<file path="config.mk">
export PLATFORM = sky130hd
export DESIGN_NAME = usb_reg_fe_burst_flat
export DESIGN_NICKNAME = d
export VERILOG_FILES = /design/src/rtl/usb_fe_pkg.sv /design/src/rtl/usb_reg_fe_burst_if.sv /design/src/rtl/usb_fe_strobe_sync.sv /design/src/rtl/usb_reg_fe_burst.sv /design/src/flat_wrapper.sv
export SDC_FILE = /design/constraint.sdc
export NUM_CORES = 1
export LEC_CHECK = 0
export ABC_AREA = 0
export BUFFER_PORTS_ARGS = -buffer_cell sky130_fd_sc_hd__buf_2
export CORE_MARGIN = 5
export CORE_UTILIZATION = 50
export DETAILED_ROUTE_END_ITERATION = 10
export GPL_TIMING_DRIVEN = 1
export PLACE_DENSITY = 0.75
export SYNTH_ARGS = -nofsm -noshare
export SYNTH_HDL_FRONTEND = slang
export SYNTH_SLANG_ARGS = --single-unit
</file>
<file path="constraint.sdc">
create_clock -name usb_clk -period 3.5 [get_ports usb_clk]
set_clock_uncertainty 0.15 [all_clocks]
set_input_delay 0.175 -clock usb_clk [delete_from_list [all_inputs] [get_ports usb_clk]]
set_output_delay 0.175 -clock usb_clk [all_outputs]
set_load 0.01 [all_outputs]
</file>
<file path="src/rtl/usb_fe_pkg.sv">
// Shared FSM encoding and parameter limits for the host-bus register front-end.
package usb_fe_pkg;

   localparam logic [2:0] ENC_IDLE     = 3'd0;
   localparam logic [2:0] ENC_WR_HOLD  = 3'd1;
   localparam logic [2:0] ENC_RD_WAIT  = 3'd2;
   localparam logic [2:0] ENC_RD_HOLD  = 3'd3;
   localparam logic [2:0] ENC_ISO_TAIL = 3'd4;

   typedef enum logic [2:0] {
      ST_IDLE     = ENC_IDLE,
      ST_WR_HOLD  = ENC_WR_HOLD,
      ST_RD_WAIT  = ENC_RD_WAIT,
      ST_RD_HOLD  = ENC_RD_HOLD,
      ST_ISO_TAIL = ENC_ISO_TAIL
   } fe_state_t;

   localparam int MAX_RDDLY_LEN  = 15;
   localparam int MAX_ISOUT_HOLD = 7;

endpackage

</file>
<file path="src/rtl/usb_reg_fe_burst_if.sv">
// Host parallel-bus pins: the host (master) drives address, data and strobes; the front-end (slave) returns read data and output-enable.
interface usb_reg_fe_burst_if #(
   parameter int pADDR_WIDTH = 21,
   parameter int pDATA_WIDTH = 8
);
   logic [pADDR_WIDTH-1:0] usb_addr;
   logic [pDATA_WIDTH-1:0] usb_din;
   logic [pDATA_WIDTH-1:0] usb_dout;
   logic                   usb_isout;
   logic                   usb_rdn;
   logic                   usb_wrn;
   logic                   usb_cen;

   modport master (
      output usb_addr, usb_din, usb_rdn, usb_wrn, usb_cen,
      input  usb_dout, usb_isout
   );

   modport slave (
      input  usb_addr, usb_din, usb_rdn, usb_wrn, usb_cen,
      output usb_dout, usb_isout
   );
endinterface

</file>
<file path="src/rtl/usb_fe_strobe_sync.sv">
// Input stage: registers address, data and strobes once. With USB_FE_SYNC_EN a 2-flop
// synchronizer sits ahead of it, and address/data are delayed to stay aligned with the strobes.
module usb_fe_strobe_sync #(
   parameter int pADDR_WIDTH = 21,
   parameter int pDATA_WIDTH = 8
) (
   input  logic                   clk,
   input  logic                   rst,
   input  logic [pADDR_WIDTH-1:0] usb_addr,
   input  logic [pDATA_WIDTH-1:0] usb_din,
   input  logic                   usb_rdn,
   input  logic                   usb_wrn,
   input  logic                   usb_cen,
   output logic [pADDR_WIDTH-1:0] addr_r,
   output logic [pDATA_WIDTH-1:0] din_r,
   output logic                   rdn_r,
   output logic                   wrn_r,
   output logic                   cen_r
);
   logic [pADDR_WIDTH-1:0] addr_in;
   logic [pDATA_WIDTH-1:0] din_in;
   logic [2:0]             strb_in;

`ifdef USB_FE_SYNC_EN
   logic [2:0]             strb_s1, strb_s2;
   logic [pADDR_WIDTH-1:0] addr_s1, addr_s2;
   logic [pDATA_WIDTH-1:0] din_s1, din_s2;

   always_ff @(posedge clk or posedge rst) begin
      if (rst) begin
         strb_s1 <= 3'b111;
         strb_s2 <= 3'b111;
         addr_s1 <= '0;
         addr_s2 <= '0;
         din_s1  <= '0;
         din_s2  <= '0;
      end else begin
         strb_s1 <= {usb_rdn, usb_wrn, usb_cen};
         strb_s2 <= strb_s1;
         addr_s1 <= usb_addr;
         addr_s2 <= addr_s1;
         din_s1  <= usb_din;
         din_s2  <= din_s1;
      end
   end

   assign strb_in = strb_s2;
   assign addr_in = addr_s2;
   assign din_in  = din_s2;
`else
   assign strb_in = {usb_rdn, usb_wrn, usb_cen};
   assign addr_in = usb_addr;
   assign din_in  = usb_din;
`endif

   // Strobes idle high so reset looks like an idle bus.
   always_ff @(posedge clk or posedge rst) begin
      if (rst) begin
         {rdn_r, wrn_r, cen_r} <= 3'b111;
         addr_r                <= '0;
         din_r                 <= '0;
      end else begin
         {rdn_r, wrn_r, cen_r} <= strb_in;
         addr_r                <= addr_in;
         din_r                 <= din_in;
      end
   end
endmodule

</file>
<file path="src/rtl/usb_reg_fe_burst.sv">
// Host-bus register front-end: turns level strobes into one-cycle reg_read/reg_write pulses,
// with delayed read capture, burst byte-count and sticky protocol error. USB_FE_SYNC_EN adds a strobe synchronizer.
module usb_reg_fe_burst
   import usb_fe_pkg::*;
#(
   parameter int pADDR_WIDTH    = 21,
   parameter int pBYTECNT_SIZE  = 7,
   parameter int pDATA_WIDTH    = 8,
   parameter int pREG_RDDLY_LEN = 3,
   parameter int pISOUT_HOLD    = 2
) (
   input  logic                             usb_clk,
   input  logic                             rst,
   usb_reg_fe_burst_if.slave                host,
   input  logic                             burst_en,
   output logic [pADDR_WIDTH-pBYTECNT_SIZE-1:0] reg_address,
   output logic [pBYTECNT_SIZE-1:0]         reg_bytecnt,
   output logic [pDATA_WIDTH-1:0]           reg_datao,
   input  logic [pDATA_WIDTH-1:0]           reg_datai,
   output logic                             reg_read,
   output logic                             reg_write,
   output logic                             reg_addrvalid,
   output logic                             protocol_err
);
   localparam logic [3:0] RDDLY_LOAD = 4'(pREG_RDDLY_LEN);
   localparam logic [3:0] ISO_LOAD   = (pISOUT_HOLD > 0) ? 4'(pISOUT_HOLD - 1) : 4'd0;

   if (pREG_RDDLY_LEN < 1 || pREG_RDDLY_LEN > MAX_RDDLY_LEN || pISOUT_HOLD < 0 ||
       pISOUT_HOLD > MAX_ISOUT_HOLD || (pDATA_WIDTH != 8 && pDATA_WIDTH != 16)) begin : g_bad_param
      $error("usb_reg_fe_burst: parameter out of range");
   end

   logic [pADDR_WIDTH-1:0]   addr_r;
   logic [pDATA_WIDTH-1:0]   din_r;
   logic                     rdn_r, wrn_r, cen_r;
   fe_state_t                state, state_nxt;
   logic [3:0]               cnt, cnt_nxt;
   logic [pBYTECNT_SIZE-1:0] bcnt, addr_lo;
   logic [pDATA_WIDTH-1:0]   dout_q;
   logic                     wr_req, rd_req, bad_req;
   logic                     start_wr, start_rd, capture, complete, err_set;

   usb_fe_strobe_sync #(.pADDR_WIDTH(pADDR_WIDTH), .pDATA_WIDTH(pDATA_WIDTH)) u_sync (
      .clk(usb_clk), .rst(rst),
      .usb_addr(host.usb_addr), .usb_din(host.usb_din),
      .usb_rdn(host.usb_rdn), .usb_wrn(host.usb_wrn), .usb_cen(host.usb_cen),
      .addr_r(addr_r), .din_r(din_r), .rdn_r(rdn_r), .wrn_r(wrn_r), .cen_r(cen_r)
   );

   assign wr_req  = ~cen_r & ~wrn_r &  rdn_r;
   assign rd_req  = ~cen_r & ~rdn_r &  wrn_r;
   assign bad_req = ~cen_r & ~rdn_r & ~wrn_r;

   always_ff @(posedge usb_clk or posedge rst) begin
      if (rst) begin
         state <= ST_IDLE;
         cnt   <= 4'd0;
      end else begin
         state <= state_nxt;
         cnt   <= cnt_nxt;
      end
   end

   always_comb begin
      state_nxt = state;
      cnt_nxt   = cnt;
      start_wr  = 1'b0;
      start_rd  = 1'b0;
      capture   = 1'b0;
      complete  = 1'b0;
      err_set   = 1'b0;
      case (state)
         // The output-enable tail accepts a new strobe exactly like IDLE.
         ST_IDLE, ST_ISO_TAIL: begin
            if (wr_req) begin
               start_wr  = 1'b1;
               state_nxt = ST_WR_HOLD;
            end else if (rd_req) begin
               start_rd  = 1'b1;
               cnt_nxt   = RDDLY_LOAD;
               state_nxt = ST_RD_WAIT;
            end else begin
               err_set = bad_req;
               if (state == ST_ISO_TAIL) begin
                  if (cnt == 4'd0) state_nxt = ST_IDLE;
                  else             cnt_nxt   = cnt - 4'd1;
               end
            end
         end
         ST_WR_HOLD: begin
            if (wrn_r || cen_r) begin
               complete  = 1'b1;
               state_nxt = ST_IDLE;
            end
         end
         ST_RD_WAIT: begin
            if (cnt == 4'd0) begin
               capture   = 1'b1;
               state_nxt = ST_RD_HOLD;
            end else if (rdn_r || cen_r) begin
               state_nxt = ST_IDLE;
            end else begin
               cnt_nxt = cnt - 4'd1;
            end
         end
         ST_RD_HOLD: begin
            if (rdn_r) begin
               complete = 1'b1;
               if (pISOUT_HOLD == 0) begin
                  state_nxt = ST_IDLE;
               end else begin
                  cnt_nxt   = ISO_LOAD;
                  state_nxt = ST_ISO_TAIL;
               end
            end
         end
         default: state_nxt = ST_IDLE;
      endcase
   end

   always_ff @(posedge usb_clk or posedge rst) begin
      if (rst) begin
         reg_write    <= 1'b0;
         reg_read     <= 1'b0;
         reg_address  <= '0;
         addr_lo      <= '0;
         reg_datao    <= '0;
         dout_q       <= '0;
         protocol_err <= 1'b0;
         bcnt         <= '0;
      end else begin
         reg_write <= start_wr;
         reg_read  <= start_rd;
         if (start_wr || start_rd) begin
            reg_address <= addr_r[pADDR_WIDTH-1:pBYTECNT_SIZE];
            addr_lo     <= addr_r[pBYTECNT_SIZE-1:0];
         end
         if (start_wr) reg_datao <= din_r;
         if (capture)  dout_q    <= reg_datai;
         if (err_set)  protocol_err <= 1'b1;
         // A burst continues only while enabled and on the same register.
         if (!burst_en) begin
            bcnt <= '0;
         end else if (start_wr || start_rd) begin
            if (addr_r[pADDR_WIDTH-1:pBYTECNT_SIZE] != reg_address) bcnt <= '0;
         end else if (complete) begin
            bcnt <= bcnt + pBYTECNT_SIZE'(1);
         end
      end
   end

   assign reg_bytecnt    = addr_lo + bcnt;
   assign reg_addrvalid  = (state == ST_WR_HOLD) || (state == ST_RD_WAIT) || (state == ST_RD_HOLD);
   assign host.usb_dout  = dout_q;
   assign host.usb_isout = ~rdn_r || (state == ST_RD_WAIT) || (state == ST_RD_HOLD) ||
                           (state == ST_ISO_TAIL);
endmodule

</file>
<file path="src/flat_wrapper.sv">
// flat-port wrapper written by rule: the top's interface ports become plain ports
module usb_reg_fe_burst_flat import usb_fe_pkg::*;
#(
   parameter int pADDR_WIDTH    = 21,
   parameter int pBYTECNT_SIZE  = 7,
   parameter int pDATA_WIDTH    = 8,
   parameter int pREG_RDDLY_LEN = 3,
   parameter int pISOUT_HOLD    = 2
)
  (usb_clk, rst, burst_en, reg_address, reg_bytecnt, reg_datao, reg_datai, reg_read, reg_write, reg_addrvalid, protocol_err, host_usb_addr, host_usb_din, host_usb_rdn, host_usb_wrn, host_usb_cen, host_usb_dout, host_usb_isout);
  usb_reg_fe_burst_if #(.pADDR_WIDTH(pADDR_WIDTH), .pDATA_WIDTH(pDATA_WIDTH)) host_i ();
  input  logic usb_clk;
  input  logic rst;
  input  logic burst_en;
  output logic [pADDR_WIDTH-pBYTECNT_SIZE-1:0] reg_address;
  output logic [pBYTECNT_SIZE-1:0] reg_bytecnt;
  output logic [pDATA_WIDTH-1:0] reg_datao;
  input  logic [pDATA_WIDTH-1:0] reg_datai;
  output logic reg_read;
  output logic reg_write;
  output logic reg_addrvalid;
  output logic protocol_err;
  input wire logic [$bits(host_i.usb_addr)-1:0] host_usb_addr;
  input wire logic [$bits(host_i.usb_din)-1:0] host_usb_din;
  input wire logic [$bits(host_i.usb_rdn)-1:0] host_usb_rdn;
  input wire logic [$bits(host_i.usb_wrn)-1:0] host_usb_wrn;
  input wire logic [$bits(host_i.usb_cen)-1:0] host_usb_cen;
  output wire logic [$bits(host_i.usb_dout)-1:0] host_usb_dout;
  output wire logic [$bits(host_i.usb_isout)-1:0] host_usb_isout;
  assign host_i.usb_addr = host_usb_addr;
  assign host_i.usb_din = host_usb_din;
  assign host_i.usb_rdn = host_usb_rdn;
  assign host_i.usb_wrn = host_usb_wrn;
  assign host_i.usb_cen = host_usb_cen;
  assign host_usb_dout = host_i.usb_dout;
  assign host_usb_isout = host_i.usb_isout;
  usb_reg_fe_burst #(.pADDR_WIDTH(pADDR_WIDTH), .pBYTECNT_SIZE(pBYTECNT_SIZE), .pDATA_WIDTH(pDATA_WIDTH), .pREG_RDDLY_LEN(pREG_RDDLY_LEN), .pISOUT_HOLD(pISOUT_HOLD)) u_core (.usb_clk(usb_clk), .rst(rst), .host(host_i), .burst_en(burst_en), .reg_address(reg_address), .reg_bytecnt(reg_bytecnt), .reg_datao(reg_datao), .reg_datai(reg_datai), .reg_read(reg_read), .reg_write(reg_write), .reg_addrvalid(reg_addrvalid), .protocol_err(protocol_err));
endmodule
</file>
Word-level counts from Yosys, hierarchy flattened
Cells that the tools add are included.

storage, ports and cells
  output and inout bits = 42
  memories = 0
  bits in latches = 0
  ROM bits = 0
  bits in writable memories = 0
  bits in registers = 86

cells by class
  mux-type cells = 34
  shift operators = 0
  bitwise logic cells = 8
  equality and inequality tests = 17
  $add $sub $neg = 3
  multiply operators = 0
  div/mod/pow operators = 0
  reduce and logical (&&, ||, !) cells = 15
  $lt $le $gt $ge = 0

operators with widths
  cell                 number
  $mux 4               7
  $mux 7               4
  $mux 3               8
  $ne 14x14->1         1
  $mux 1               12
  $pmux 3 s4           1
  $pmux 4 s3           1
  $ne 3x1->1 const B   3
  $logic_or 1x1->1     8
  $ne 2x2->1 const B   4
  $ne 4x1->1 const B   2
  $add 7x1->7 const B  1
  $add 7x7->7          1
  $reduce_and 7->1     1
  $eq 3x2->1 const B   2
  $and 1x1->1          5
  $reduce_and 5->1     1
  $logic_not 4->1      1
  $sub 4x1->4 const B  1
  $eq 3x1->1 const B   1
  $eq 3x3->1 const B   1
  $logic_not 3->1      1
  $ne 3x2->1 const B   1
  $ne 3x3->1 const B   1
  other kinds (6)      8

Logic depth before layout (Yosys ltp)
Gate-level depths: netlist (run 1).

  depth after elaboration = 9
  gate-level depth with buffers = 8
  depth with buffers taken out = 8

By module
Synthesis (run 1) repeated with hierarchy kept, for this count alone.

second synthesis, totals
  cells, all modules = 273
  area, all modules = 3642.2 µm²

by module, submodules not included
  module              area each (µm²)  instances  cells each
  usb_reg_fe_burst    2834.0           1          240
  usb_fe_strobe_sync  808.3            1          33

Worst setup path after synthesis (run 1)
No wires, ideal clock.

  kind = reg2out
  from = register u_core.bcnt[0]
  to = output port reg_bytecnt[6]
  stages on the path, launching flop included = 9
  slack = 1.287 ns
  data arrival time = 1.888 ns
  path buffers = 0
  required time = 3.175 ns
  path through = dfrtp_1 ha_1 inv_1 fa_1 nor2b_1 o21ai_0 a21boi_0 nor4_1 a311oi_1

between the ends
  cells in the longest elaborated chain, start to end = 1

RTL lines
  item                    line                     text
  from (decl)             usb_reg_fe_burst.sv:38   logic [pBYTECNT_SIZE-1:0] bcnt, addr_lo;
  from (signal assigned)  usb_reg_fe_burst.sv:147  bcnt <= bcnt + pBYTECNT_SIZE'(1);
  $add 7x7->7             usb_reg_fe_burst.sv:152  assign reg_bytecnt = addr_lo + bcnt;
  to (decl)               flat_wrapper.sv:16       output logic [pBYTECNT_SIZE-1:0] reg_bytecnt;

No other way between the ends.

Worst setup path in the final report (run 1)
Ends and elaborated chain as after synthesis.

==> results by group, run 1 <==
Drt
  • Via count: 2,594
  • 1st-iter DRT viols: 53
  • WL per Instance: 14.5 um
  • Post-Route WL: 7490 um
  • DRC Markers: 0
  • Drt pass-1 iters: 4
  • Vias/cell: 5.01
  • Detail Route Antenna Nets: 0

CTS
  • Clock Sinks: 86
  • Number of buffers created by CTS: 9
  • Max Root-Sink Buffers: 2
  • CTS tree: built
  • Clk Latency, worst-skew pair: 0.35 ns
  • Root buf cell: clkbuf_8
  • Worst-path clk slew: 0.09 ns
  • CTS H-tree lvls: 3
  • Setup bufs post-CTS: 0

Layout
  • Post-route cell area: 0.00482 mm^2
  • Core Util, Final: 0.668
  • Nets@finish: 467
  • Fillers: 569
  • Commonest non-fill, non-tap cell in the layout: buf_2
  • Diodes inserted: 0
  • P&R area growth vs syn: 31.1%
  • Share of cells above drive strength 1: 0.363
  • Most frequent cells in the layout: buf_2, dfrtp_1, dlygate4sd3_1

Job
  • Maxcap violations: 0

Power
  • Peak supply drop: 430 uV
  • P_leak: 2.23 nW
  • Power density cells: 721 mW/mm^2

Timing
  • Setup_tns: 0 ns
  • Slew Limit Fails: 0
  • RSZ-0062 raised after global routing: false
  • Part of the cycle the worst path needs: 0.798
  • Final Hold Fails: 0
  • Endpoints failing setup: 0
  • Slew margin rel.: 0.535
  • Fin crit period: 2.79 ns
  • Worst Tran Pin Value: 0.692 ns
  • Fmax: 358 MHz

GRT
  • Largest net degree at the start of global routing: 35
  • GRT Total Usage: 0.181
  • Vias in the first global route: 2,849
  • GRT overflow: 0
  • Initial antenna violation count: 0
  • First-pass GRT wire length: 12,700 um

Place
  • Post-DP Area: 0.00418 mm^2
  • Final Wtd Congestion: 0.796
  • Hpwl dp: 5000 um
  • I/O Buffers: 84

Critical path
  • Critical path capture point type: primary output
  • Crit path max fanout: 4
  • Worst Setup Start Kind: flip-flop
  • CP required: 3.17 ns
  • WP data arrival: 2.47 ns
  • Critical path type: flip-flop to primary output

Synth
  • Unique cell type count in the Yosys netlist: 52
  • Syn avg cell area: 13.0 um^2
  • Largest cells by area after synthesis: dfrtp_1, mux2_2, xnor2_1, ha_1, dfstp_2
  • Flops & latches, synth: 86
  • Asr flop ratio synth: 1.00
  • Top cell type's share of synthesized area: 0.565
  • Sequential area share after synthesis: 0.586
  • Synth Flop Type: dfrtp_1
  • Post-synth EDFFs: 0
  • Warnings from Yosys: 0
  • Yosys top cell by area: dfrtp_1
  • Mapped Area: 0.00368 mm^2
  • Post-synth net total: 336
  • Synth Instances: 283

Run status
  • Outcome: finished clean

Worst hold path
  • Type of the worst min-delay path: input pin to flip-flop

Floorplanning
  • I/O pin cnt: 85
  • Die Wd: 95.7 um
  • Die Area: 0.00917 mm^2
  • Initial Utilization: 0.510
  • Die Y: 95.7 um
  • Row count: 31
  • Core area: 0.00721 mm^2
==> worst paths after layout <==
| path | startpoint | endpoint | slack (ns) | depth (start not counted) |
|---|---|---|---|---|
| min reg2reg | u_core.u_sync.addr_r[1] | u_core.addr_lo[1] | 0.32 | 2 |
| min in group asynchronous | rst | u_core.u_sync.din_r[6] | 0.28 | 3 |
| max | u_core.bcnt[0] | reg_bytecnt[6] | 0.71 | 9 |
| max in group asynchronous | rst | u_core.u_sync.cen_r | 2.07 | 4 |
| max reg2reg | u_core.state[0] | u_core.cnt[0] | 1.35 | 4 |
| min | burst_en | u_core.bcnt[5] | 0.12 | 4 |
==> synth_stat cells (all sizes together) (2+ instances only) <==
| cell type | n |
|---|---|
| nand2b | 2 |
| ha | 9 |
| o21ai | 12 |
| nor2b | 8 |
| nand2 | 11 |
| a21o | 3 |
| a32o | 3 |
| nand4 | 3 |
| o31ai | 2 |
| nor3 | 6 |
| mux2 | 37 |
| o21bai | 3 |
| o2bb2ai | 2 |
| buf | 7 |
| a21oi | 11 |
| a22o | 2 |
| xnor2 | 18 |
| or4 | 2 |
| nor2 | 13 |
| inv | 15 |
| nor4 | 3 |
| dfrtp | 83 |
| a41oi | 2 |
| dfstp | 3 |
| nand3 | 6 |
==> cell type report <==
cell class / count / area (um^2) / area share
flip-flops and latches: 86 / 2160 / 0.447
multi-input cells: 174 / 1400 / 0.291
repair buffers: 128 / 853 / 0.177
clock buffers: 10 / 138 / 0.0285
well taps: 99 / 124 / 0.0257
clock inverters: 6 / 91.3 / 0.0189
inverters: 15 / 57.6 / 0.0119
==> registers in the layout (all words and copies together) (netlist names) <==
name,cells
u_core.addr_lo,7
u_core.bcnt,7
u_core.cnt,4
u_core.host.usb_dout,8
u_core.protocol_err,1
u_core.reg_address,14
u_core.reg_datao,8
u_core.reg_read,1
u_core.reg_write,1
u_core.state,3
u_core.u_sync.addr_r,21
u_core.u_sync.cen_r,1
u_core.u_sync.din_r,8
u_core.u_sync.rdn_r,1
u_core.u_sync.wrn_r,1
==> critical path: stages (launching register included) <==
cell and delay (ns):
dfrtp_1 0.40, ha_1 0.19, inv_1 0.06, fa_1 0.41, nor2b_1 0.12, o21ai_0 0.10, a21boi_0 0.37, nor4_1 0.09
a311oi_1 0.24, buf_2 0.17
==> kinds of logic after synthesis <==
| kind of cell | Yosys count | share of synthesized area |
|---|---|---|
| flip-flops | 86 | 0.586 |
| AND/OR/NAND/NOR | 58 | 0.0865 |
| AO/OA/AOI/OAI | 49 | 0.0953 |
| multiplexers | 38 | 0.116 |
| buffers and inverters | 23 | 0.0323 |
| XOR/XNOR | 19 | 0.0473 |
| adder cells (fa/ha/maj) | 10 | 0.0361 |
==> per-layer routing <==
metal | vias to the layer above | wire length, um | GRT usage
met3 | 11 | 476 | 0.0555
li1 | 1250 | - | -
met1 | 1259 | 3130 | 0.207
met4 | 0 | 115 | 0.0675
met2 | 74 | 3770 | 0.316
met5 | - | 0 | 0
==> power by group <==
| group | switching (mW) | internal (mW) |
|---|---|---|
| clock | 0.358 | 0.427 |
| combinational | 0.593 | 0.618 |
| sequential | 0.207 | 1.27 |
| total | 1.16 | 2.32 |
==> through the flow <==
| step | hold WS [ns] | setup WS, ns | power [mW] | std cells |
|---|---|---|---|---|
| 2_1_floorplan | 0.0295 | 0.958 | 2.28 | 283 |
| 3_3_place_gp | 0.0824 | 1.14 | 2.63 | 461 |
| 3_5_place_dp | 0.0918 | 1.07 | 2.68 | 461 |
| 4_1_cts | 0.114 | 0.676 | 3.51 | 518 |
| 5_1_grt | 0.136 | 0.483 | 3.71 | 518 |
| 6_report | 0.123 | 0.707 | 3.47 | 518 |
==> timing repair <==
item,in CTS,in global routing
gates resized for setup,0,0
hold buffers,41,0
endpoints found under the hold margin,72,0
Power figures use the tool's default switching activity.
==> inputs of run 2 (changes only) <==
==> constraint.sdc (replaced) <==
create_clock -name usb_clk -period 2.8 [get_ports usb_clk]
set_clock_uncertainty 0.15 [all_clocks]
set_input_delay 0.14 -clock usb_clk [delete_from_list [all_inputs] [get_ports usb_clk]]
set_output_delay 0.14 -clock usb_clk [all_outputs]
set_load 0.01 [all_outputs]
==> results by group, run 2 (same netlist as run 1, synthesis figures left out) <==
Run status
  • Outcome: finished clean

CTS
  • CTS H-tree lvls: 3
  • Number of buffers created by CTS: 9
  • CTS tree: built
  • Max Root-Sink Buffers: 2
  • Clock Sinks: 86
  • Worst-path clk slew: 0.09 ns
  • Setup bufs post-CTS: 0
  • Clk Latency, worst-skew pair: 0.35 ns
  • Root buf cell: clkbuf_8

Drt
  • Drt pass-1 iters: 4
  • WL per Instance: 13.9 um
  • DRC Markers: 0
  • Detail Route Antenna Nets: 0
  • Vias/cell: 4.98
  • Post-Route WL: 7220 um
  • 1st-iter DRT viols: 70
  • Via count: 2,587

GRT
  • Largest net degree at the start of global routing: 53
  • Initial antenna violation count: 0
  • GRT Total Usage: 0.175
  • First-pass GRT wire length: 12,500 um
  • GRT overflow: 0
  • Vias in the first global route: 2,802

Timing
  • Worst Hold Slack: 0.0968 ns
  • Part of the cycle the worst path needs: 0.923
  • Slew margin rel.: 0.444
  • Setup_tns: 0 ns
  • Fmax: 387 MHz
  • Slew Limit Fails: 0
  • RSZ-0062 raised after global routing: false
  • Fin crit period: 2.59 ns
  • Final Hold Fails: 0
  • Worst Tran Pin Value: 0.834 ns
  • Endpoints failing setup: 0

Critical path
  • Critical path endpoint: reg_bytecnt[6]
  • Reg2reg path depth: 4
  • Worst Setup Start Kind: flip-flop
  • R2r endpoint: u_core.cnt[0]
  • Reg2reg start: u_core.state[0]
  • Critical path type: flip-flop to primary output
  • Crit path max fanout: 4
  • Critical-path cell list: ha_2 -> inv_1 -> fa_2 -> nor2b_1 -> o21ai_0 -> a21boi_1 -> nor4_1 -> a311oi_1 -> buf_2
  • Critical path capture point type: primary output
  • Slowest CP cell: dfrtp_1
  • CP required: 2.51 ns
  • CP max stage delay: 0.42 ns
  • Crit. Startpoint: u_core.bcnt[0]
  • WP data arrival: 2.30 ns
  • Register-to-Register Setup Slack: 0.70 ns

Layout
  • Nets@finish: 468
  • Commonest non-fill, non-tap cell in the layout: buf_2
  • Core Util, Final: 0.667
  • Largest Register: u_core.u_sync.addr_r
  • Top Registers: u_core.u_sync.addr_r (21), u_core.reg_address (14)
  • Diodes inserted: 0
  • Post-route cell area: 0.00481 mm^2
  • Number of flip-flops in the largest register: 21
  • Most frequent cells in the layout: buf_2, dfrtp_1, dlygate4sd3_1
  • Share of cells above drive strength 1: 0.369
  • P&R area growth vs syn: 31.0%

Floorplanning
  • Die Wd: 95.7 um
  • I/O pin cnt: 85
  • Die Y: 95.7 um
  • Core area: 0.00721 mm^2
  • Initial Utilization: 0.510
  • Row count: 31
  • Die Area: 0.00917 mm^2

Place
  • Final Wtd Congestion: 0.795
  • Post-DP Area: 0.00419 mm^2
  • Hpwl dp: 5030 um
  • I/O Buffers: 84

Job
  • Maxcap violations: 0

Worst hold path
  • Min-delay src: burst_en
  • Type of the worst min-delay path: input pin to flip-flop

Power
  • Peak supply drop: 534 uV
  • Power density cells: 884 mW/mm^2
  • P_leak: 2.22 nW
-- run 2: cell count changes in the layout (fill, tap and decap cells not counted), sizes merged --
cell      before  now
buf           87   88
clkinvlp       0    1
clkinv         3    1
clkbuf        10    9
bufinv         2    1
inv           16   19
-- run 2: area by class of cell --
class | instances | area, um^2
repair buffers | 129 | 861
inverters | 15 | 57.6
flip-flops and latches | 86 | 2160
clock inverters | 7 | 86.3
well taps | 99 | 124
multi-input cells | 174 | 1410
fillers | 556 | 2400
clock buffers | 9 | 124
-- run 2: through the flow --
step | power, mW | setup slack, ns | instances
after floorplan | 2.85 | 0.293 | 283
after global placement | 3.30 | 0.474 | 462
after detailed placement | 3.35 | 0.424 | 462
after CTS | 4.31 | 0.00460 | 519
after global routing | 4.56 | 0.0251 | 519
final | 4.26 | 0.215 | 519
-- run 2: power by group --
part,total [mW],internal (mW),switching [mW]
clock network,0.903,0.434,0.469
logic,1.51,0.780,0.732
registers,1.84,1.59,0.254
total,4.26,2.80,1.45
-- run 2: repair_timing --
action / 4_1_cts / 5_1_grt
endpoints found under the setup margin: 0 / 1
resized for setup: 0 / 3
endpoints found under the hold margin: 87 / 0
hold buffers: 41 / 0
-- run 2: critical path, delay by kind of cell, from the launching register on --
family / cells / cell delay (ns)
buf+inv: 2 / 0.22
flops: 1 / 0.42
simple gates: 2 / 0.19
fa+ha+maj: 2 / 0.55
compound gates: 3 / 0.57
-- run 2: routing by layer --
layer / vias to the layer above / track usage / wire, um
met5: - / 0 / 0
met4: 0 / 0.0355 / 57
met3: 6 / 0.0680 / 552
met2: 74 / 0.309 / 3620
met1: 1243 / 0.201 / 2990
li1: 1264 / - / -
-- run 2: how the worst min path moves through the flow --
stage / depth (start not counted) / endpoint / slack, ns
6_report: 4 / u_core.bcnt[5] / 0.1
5_1_grt: 4 / u_core.bcnt[5] / 0.1
4_1_cts: 4 / u_core.bcnt[5] / 0.07
3_5_place_dp: 1 / u_core.u_sync.wrn_r / 0.1
3_3_place_gp: 1 / u_core.u_sync.wrn_r / 0.1
2_1_floorplan: 0 / u_core.u_sync.cen_r / -0.006
==> inputs of run 3 (changes only) <==
--- a/config.mk
+++ b/config.mk
@@ -11,6 +11,7 @@
 export CORE_UTILIZATION = 50
 export DETAILED_ROUTE_END_ITERATION = 10
 export GPL_TIMING_DRIVEN = 1
+export MAX_ROUTING_LAYER = met4
 export PLACE_DENSITY = 0.75
 export SYNTH_ARGS = -nofsm -noshare
 export SYNTH_HDL_FRONTEND = slang
==> results by group, run 3 (same netlist as run 1, synthesis figures left out) <==
Drt
  • 1st-iter DRT viols: 75
  • Detail Route Antenna Nets: 0
  • DRC Markers: 0
  • Drt pass-1 iters: 5
  • WL per Instance: 14.0 um
  • Vias/cell: 4.98
  • Post-Route WL: 7270 um
  • Via count: 2,583

Floorplanning
  • Initial Utilization: 0.510
  • Die Wd: 95.7 um
  • I/O pin cnt: 85
  • Die Area: 0.00917 mm^2
  • Row count: 31
  • Core area: 0.00721 mm^2
  • Die Y: 95.7 um

Timing
  • Worst Tran Pin Value: 0.832 ns
  • Part of the cycle the worst path needs: 0.926
  • RSZ-0062 raised after global routing: false
  • Endpoints failing setup: 0
  • Fmax: 386 MHz
  • Fin crit period: 2.59 ns
  • Final Hold Fails: 0
  • Slew Limit Fails: 0
  • Worst Hold Slack: 0.0915 ns
  • Slew margin rel.: 0.445
  • Setup_tns: 0 ns

Power
  • Flop pwr share: 0.432
  • Net switching power: 1.46 mW
  • Peak supply drop: 533 uV
  • P_leak: 2.22 nW
  • Combinational Power Share: 0.355
  • Internal Power: 2.80 mW
  • Power density cells: 886 mW/mm^2
  • Sw frac: 0.343
  • Tot Pwr: 4.26 mW
  • Clk pwr share: 0.212

CTS
  • Number of buffers created by CTS: 9
  • Worst-path clk slew: 0.09 ns
  • Clk Latency, worst-skew pair: 0.35 ns
  • Max Root-Sink Buffers: 2
  • CTS H-tree lvls: 3
  • Setup bufs post-CTS: 0
  • CTS tree: built
  • Clock Sinks: 86
  • Root buf cell: clkbuf_8

Layout
  • Share of cells above drive strength 1: 0.369
  • P&R area growth vs syn: 31.0%
  • Top Registers: u_core.u_sync.addr_r (21), u_core.reg_address (14)
  • Core Util, Final: 0.667
  • Nets@finish: 468
  • Area of the multi-input gates: 0.00141 mm^2
  • Sequential cell area: 0.00216 mm^2
  • Most frequent cells in the layout: buf_2, dfrtp_1, dlygate4sd3_1
  • Diodes inserted: 0
  • Number of flip-flops in the largest register: 21
  • Fillers: 556
  • Commonest non-fill, non-tap cell in the layout: buf_2
  • Largest Register: u_core.u_sync.addr_r

Job
  • Maxcap violations: 0

Critical path
  • Critical-path cell list: ha_2 -> inv_1 -> fa_2 -> nor2b_1 -> o21ai_0 -> a21boi_1 -> nor4_1 -> a311oi_1 -> buf_2
  • Largest delay share family, worst path: compound AO/OA/AOI/OAI gates
  • CP max stage delay: 0.42 ns
  • Crit path buf inv count: 2
  • CP required: 2.51 ns
  • CP Depth: 9
  • Critical path type: flip-flop to primary output
  • Reg2reg path depth: 4
  • WP data arrival: 2.30 ns
  • Crit path max fanout: 4
  • Slowest CP cell: dfrtp_1
  • Register-to-Register Setup Slack: 0.69 ns
  • Critical path capture point type: primary output
  • Worst Setup Start Kind: flip-flop

GRT
  • First-pass GRT wire length: 12,500 um
  • Initial antenna violation count: 0
  • Largest net degree at the start of global routing: 53
  • Vias in the first global route: 2,802
  • GRT overflow: 0
  • GRT Total Usage: 0.180

Place
  • Final Wtd Congestion: 0.807
  • I/O Buffers: 84
  • Hpwl dp: 5030 um

Run status
  • Outcome: finished clean

Worst hold path
  • Type of the worst min-delay path: input pin to flip-flop
  • Hold Path Stages: 4
==> run 3: cell counts in the layout (fill, tap and decap cells not counted) <==
Identical to the previous run, type by type.
==> run 3: power by group through the flow <==
stage / clock network [mW] / logic [mW] / registers [mW]
after floorplan: 0 / 0.926 / 1.93
after global placement: 0 / 1.44 / 1.85
after detailed placement: 0 / 1.48 / 1.87
after CTS: 0.935 / 1.53 / 1.85
after global routing: 0.984 / 1.68 / 1.89
final: 0.906 / 1.51 / 1.84
==> run 3: what timing repair did <==
action,CTS,global route
gates resized for setup,0,3
hold buffers,41,0
endpoints found under the setup margin,0,1
endpoints found under the hold margin,87,0
==> run 3: final cells by class <==
cell class | count | area share
clock buffer | 9 | 0.0257
clock inverter | 7 | 0.0179
inverter | 15 | 0.0120
multi-input combinational | 174 | 0.292
sequential | 86 | 0.448
tap | 99 | 0.0257
timing repair buffer | 129 | 0.179
==> run 3: through the flow <==
| stage | setup WS, ns | cells | instance area (um^2) |
|---|---|---|---|
| floorplan | 0.293 | 283 | 3680 |
| global placement | 0.474 | 462 | 4190 |
| detailed placement | 0.424 | 462 | 4190 |
| CTS | 0.00460 | 519 | 4810 |
| global route | 0.0258 | 519 | 4810 |
| finish | 0.208 | 519 | 4810 |
==> run 3: final timing paths <==
path | start | endpoint
worst max-delay path | u_core.bcnt[0] | reg_bytecnt[6]
worst min-delay path | burst_en | u_core.bcnt[5]
min in group asynchronous | rst | u_core.u_sync.din_r[0]
worst max register to register | u_core.state[0] | u_core.cnt[0]
worst min register to register | u_core.u_sync.addr_r[1] | u_core.addr_lo[1]
max in group asynchronous | rst | u_core.u_sync.addr_r[11]
==> run 3: routing by layer <==
| layer | part of all wire | track usage | vias up |
|---|---|---|---|
| met5 | 0 | - | - |
| met4 | 0.0076 | 0.0498 | 0 |
| met3 | 0.063 | 0.0524 | 4 |
| met2 | 0.50 | 0.309 | 67 |
| met1 | 0.43 | 0.207 | 1250 |
| li1 | - | - | 1262 |
==> run 3: tightest hold or removal path, stage by stage <==
cell and delay, ns:
buf_2 0.13, o31ai_4 0.11, or4_1 0.12, o21ai_1 0.05
